## config.mk

```make
export PLATFORM = sky130hd
export DESIGN_NAME = vec_seq_control
export DESIGN_NICKNAME = d
export VERILOG_FILES = /design/src/rtl/vec_seq_control.sv
export SDC_FILE = /design/constraint.sdc
export NUM_CORES = 1
export LEC_CHECK = 0
export ABC_CLOCK_PERIOD_IN_PS = 4500
export CAP_MARGIN = 25
export CORE_ASPECT_RATIO = 2
export CORE_MARGIN = 1.5
export CORE_UTILIZATION = 50
export DETAILED_ROUTE_END_ITERATION = 8
export GPL_TIMING_DRIVEN = 0
export PLACE_DENSITY = 0.85
export SLEW_MARGIN = 20
export SYNTH_ARGS = -nofsm -noshare
export SYNTH_HDL_FRONTEND = slang
export SYNTH_SLANG_ARGS = --single-unit
```

## constraint.sdc

```tcl
create_clock -name clk -period 4.5 [get_ports clk]
set_clock_uncertainty 0.05 [all_clocks]
set_input_delay 0.45 -clock clk [delete_from_list [all_inputs] [get_ports clk]]
set_output_delay 0.45 -clock clk [all_outputs]
set_load 0.05 [all_outputs]
```

## src/rtl/vec_seq_control.sv

```systemverilog
// vec_seq_control: multi-beat control sequencer for the vector lanes.
// Accepts one instruction at a time, decodes its opcode into write strobes
// and datapath selects, and replays them for ceil(vl/LANES) beats. Each beat
// drives the element index, beat address and active-lane mask. Memory-class
// beats stall on mem_ready.
//
// Handshake: an instruction transfers on a rising edge where instr_valid and
// instr_ready are both high. instr_ready is high only in IDLE. op_code,
// base_addr and vl are sampled on that edge. instr_valid is ignored in every
// other state.
module vec_seq_control #(
    parameter int VLEN  = 16,
    parameter int LANES = 4,
    parameter int ADDRW = 8,
    parameter int VLW   = $clog2(VLEN) + 1
) (
    input  logic             clk,
    input  logic             rst_n,
    input  logic             instr_valid,
    output logic             instr_ready,
    input  logic [2:0]       op_code,
    input  logic [ADDRW-1:0] base_addr,
    input  logic [VLW-1:0]   vl,
    input  logic             mem_ready,
    output logic             we_a_reg,
    output logic             we_b_reg,
    output logic             we_mem,
    output logic             mux0,
    output logic             mux1,
    output logic             mux2,
    output logic [ADDRW-1:0] addr,
    output logic [VLW-1:0]   elem_idx,
    output logic [LANES-1:0] lane_mask,
    output logic             busy,
    output logic             done,
    output logic             illegal_op,
    output logic [1:0]       state_dbg
);

    localparam int LG_LANES = (LANES > 1) ? $clog2(LANES) : 0;
    // One extra bit so vl + LANES - 1 and the lane compares never overflow.
    localparam int CW = VLW + 1;

    typedef enum logic [1:0] {
        S_IDLE = 2'd0,
        S_EXEC = 2'd1,
        S_DONE = 2'd2
    } state_t;

    state_t           state_q, state_d;
    logic [2:0]       op_q;
    logic [ADDRW-1:0] base_q;
    logic [VLW-1:0]   vl_q;
    logic [VLW-1:0]   beat_q, beat_d;
    logic             load;

    logic [VLW-1:0]   vl_eff;
    logic             op_legal;
    logic [5:0]       dec;
    logic             mem_class;
    logic             go;
    logic [CW-1:0]    beats;
    logic             last_beat;
    logic [VLW-1:0]   elem_w;

    // Opcode table: {we_a, we_b, we_mem, mux0, mux1, mux2}.
    function automatic logic [5:0] decode(input logic [2:0] op);
        case (op)
            3'b000, 3'b001, 3'b110: decode = 6'b100001;
            3'b100:                 decode = 6'b010010;
            3'b101:                 decode = 6'b001110;
            3'b111:                 decode = 6'b100000;
            default:                decode = 6'b000000;
        endcase
    endfunction

    assign state_dbg = state_q;
    assign op_legal  = (op_code[2:1] != 2'b01);
    assign vl_eff    = (vl > VLW'(VLEN)) ? VLW'(VLEN) : vl;
    assign dec       = decode(op_q);
    assign mem_class = (op_q[2:1] == 2'b10);
    assign go        = !mem_class || mem_ready;
    assign beats     = (CW'(vl_q) + CW'(LANES - 1)) >> LG_LANES;
    assign last_beat = (CW'(beat_q) == (beats - CW'(1)));
    assign elem_w    = beat_q << LG_LANES;

    // State, beat counter and instruction latches.
    always_ff @(posedge clk or negedge rst_n) begin
        if (!rst_n) begin
            state_q <= S_IDLE;
            beat_q  <= '0;
            op_q    <= '0;
            base_q  <= '0;
            vl_q    <= '0;
        end else begin
            state_q <= state_d;
            beat_q  <= beat_d;
            if (load) begin
                op_q   <= op_code;
                base_q <= base_addr;
                vl_q   <= vl_eff;
            end
        end
    end

    // Next state, beat advance and all outputs from registered state.
    always_comb begin
        state_d     = state_q;
        beat_d      = beat_q;
        load        = 1'b0;
        instr_ready = 1'b0;
        busy        = 1'b0;
        done        = 1'b0;
        illegal_op  = 1'b0;
        we_a_reg    = 1'b0;
        we_b_reg    = 1'b0;
        we_mem      = 1'b0;
        mux0        = 1'b0;
        mux1        = 1'b0;
        mux2        = 1'b0;
        addr        = '0;
        elem_idx    = '0;
        lane_mask   = '0;
        case (state_q)
            S_IDLE: begin
                instr_ready = 1'b1;
                if (instr_valid) begin
                    if (op_legal) begin
                        load    = 1'b1;
                        beat_d  = '0;
                        state_d = (vl_eff == '0) ? S_DONE : S_EXEC;
                    end else begin
                        // Gated so every output except instr_ready is 0 in reset.
                        illegal_op = rst_n;
                    end
                end
            end
            S_EXEC: begin
                busy                   = 1'b1;
                {mux0, mux1, mux2}     = dec[2:0];
                {we_a_reg, we_b_reg, we_mem} = dec[5:3] & {3{go}};
                elem_idx               = elem_w;
                addr                   = base_q + ADDRW'(elem_w);
                // A lane is active while its element index is below vl.
                for (int i = 0; i < LANES; i++) begin
                    lane_mask[i] = (CW'(elem_w) + CW'(i)) < CW'(vl_q);
                end
                if (go) begin
                    if (last_beat) begin
                        state_d = S_DONE;
                    end else begin
                        beat_d = beat_q + VLW'(1);
                    end
                end
            end
            S_DONE: begin
                done    = 1'b1;
                state_d = S_IDLE;
            end
            default: begin
                state_d = S_IDLE;
            end
        endcase
    end

endmodule

```

==> results.json <==
{
  "status": "completed",
  "via_count": 1423,
  "path_cells": "clkbuf_1 > nand2b_1 > clkbuf_1 > nor3_1 > a21boi_0 > clkdlybuf4s50_1",
  "antenna_cells": 0,
  "htree_levels": 1,
  "port_buffers": 46,
  "critical_path_arrival_ns": 2.73,
  "synth_flop_cell": "dfrtp_1",
  "synth_area_per_cell_um2": 9.35,
  "regToRegSetupSlack_ns": 2.43,
  "pre_cts_slack_ns": 1.20,
  "clkTransAtPathRegs_ns": 0.08,
  "fill_cells": 237,
  "fmax_mhz": 310,
  "die-area_um2": 3490,
  "grt_antenna_before_repair": 0,
  "netlist_area_um2": 1560,
  "grt_max_degree": 25,
  "critical_path_class": "flop to output port",
  "placeableCoreArea_um2": 2980,
  "hold_class": "input pin to asynchronous set/reset pin",
  "worst-r2r-cell-count": 6,
  "synth_compound_gate_area_share_pct": 15.6,
  "hpwl_um": 2930,
  "viasPerCell": 5.74,
  "setup_viol": 0,
  "post-cts-setup-buffers": 0,
  "crit_fanout": 10,
  "drt_iter0_markers": 22,
  "worst_pin_slew_ns": 0.518,
  "grt_pass1_vias": 1477,
  "ctsResizeCount": 0,
  "io_pins": 49,
  "layout_commonest_cell": "clkdlybuf4s50_1",
  "grt_pass1_wl_um": 6150,
  "synth_mux_area_share_pct": 7.85,
  "initial_core_util_pct": 52.4,
  "ctsHoldBuffers": 0,
  "timing.final.crit_share_pct": 71.8,
  "rows": 28,
  "clockBufferDepth": 2,
  "cp.required_ns": 4.00,
  "setup_slack_ns": 1.27,
  "finalWirelength_um": 3650,
  "synth_top_family_by_area": "simple AND/OR/NAND/NOR gates",
  "hold_viol_final": 0,
  "cpMostUsedCell": "clkbuf_1",
  "gp_congestion": 0.810,
  "grt-ovfl-total": 0,
  "final_area_um2": 2100,
  "most-common-layout-cells": "clkdlybuf4s50_1, dfrtp_1, nor2_1",
  "final_util_pct": 70.7,
  "finalCriticalPeriod_ns": 3.23,
  "syn_inst": 167,
  "ctsRootBufferMaster": "clkbuf_8",
  "cp-start-kind": "flop",
  "fp.dieW_um": 42.5,
  "synth_cell_types": 43,
  "drive_gt1_share_pct": 11.5,
  "areaGrowthSynthToFinish_pct": 34.8,
  "r2r-end": "beat_q[0]$_DFFE_PN0P_",
  "ys_ff_latch": 23,
  "synth_adder_area_share_pct": 7.69,
  "slowest_delay_ns": 0.84,
  "dr.pass1.iters": 4,
  "cts_made_buffers": 3,
  "clock_sinks": 23,
  "synthArstFlopShare_pct": 100,
  "slew_violations": 0,
  "max_cap_violations": 0,
  "yosys_warnings": 0,
  "synth-edff-count": 0,
  "grt_use_total_pct": 22.5,
  "rsz0062_at_grt": "false",
  "routedWlPerCell_um": 14.7,
  "synth-simple-area-share_pct": 23.1,
  "crit_path_end_kind": "output port",
  "tns_ns": 0,
  "cts_tree": "built",
  "clk-insertion-delay-late_ns": 0.27,
  "ant_nets": 0,
  "dpl_cell_area_um2": 2060,
  "drcViolationCount": 0,
  "r2r-start": "beat_q[0]$_DFFE_PN0P_",
  "seq_area_frac_synth_pct": 36.9,
  "critical_path.slowest_cell": "clkdlybuf4s50_1",
  "slew_headroom_pct": 65.0,
  "num-nets-final": 248,
  "synth_xor_area_share_pct": 3.85,
  "die_y_um": 82.0
}
worst max-delay path, delay by kind of cell, from the launching register on:
family	cells	cell delay, ns
AO/OA/AOI/OAI	1	0.21
AND/OR/NAND/NOR	2	0.41
flip-flops	1	0.39
buffers and inverters	3	1.46
flip-flops by register name, indices dropped and copies added (netlist names):
name	cells
op_q	3
base_q	8
vl_q	5
beat_q	5
state_dbg	2
layer usage:
metal	vias to the layer above	global-route usage [%]	share of wire (%)	wire length (um)
met4	0	8.13	1.4	50
met1	694	24.3	36	1330
met3	7	2.42	3.8	137
li1	683	-	-	-
met5	-	0	0	0
met2	39	43.7	58	2130
cell usage after synthesis, drive strengths merged (6+ instances only):
cell	count	area, um^2
and2	9	57.6
dfrtp	23	576
ha	8	100
inv	9	33.8
mux2	10	113
nand2	9	33.8
nand2b	7	43.8
nand3	7	35.0
nor2	12	45.0
nor2b	7	43.8
nor3	6	30.0
o21ai	9	45.0
worst max path at each step:
stage / end / start / slack, ns
2_1_floorplan: mux2 / state_dbg[0]$_DFFE_PN0P_ / 0.37
3_3_place_gp: illegal_op / rst_n / 1.25
3_5_place_dp: illegal_op / rst_n / 1.20
4_1_cts: illegal_op / rst_n / 1.20
5_1_grt: mux2 / state_dbg[0]$_DFFE_PN0P_ / 1.01
6_report: mux2 / state_dbg[0]$_DFFE_PN0P_ / 1.27
through the flow:
step | hold slack, ns | std cells
2_1_floorplan | 0.104 | 168
3_3_place_gp | 0.430 | 244
3_5_place_dp | 0.441 | 244
4_1_cts | 0.461 | 248
5_1_grt | 0.146 | 248
6_report | 0.104 | 248
cell families (layout without fill, tap and decap cells):
group / count (synthesis) / after routing
compound gates: 33 / 33
xor+xnor: 6 / 6
fa+ha+maj: 9 / 9
buf+inv: 17 / 67
flops: 23 / 23
mux: 11 / 11
other cells: 1 / 2
simple gates: 67 / 67
area by class of cell:
| type | instances | area, um^2 | area share (%) |
|---|---|---|---|
| repair buffers | 46 | 455 | 21.6 |
| clock inverters | 1 | 5.00 | 0.238 |
| plain buffers | 8 | 41.3 | 1.96 |
| flip-flops and latches | 23 | 576 | 27.3 |
| clock buffers | 3 | 41.3 | 1.96 |
| multi-input cells | 128 | 915 | 43.5 |
| well taps | 30 | 37.5 | 1.78 |
| inverters | 9 | 33.8 | 1.61 |
Power is not shown: default switching activity piles up to over one toggle a cycle in this logic, so the estimate is an artifact.
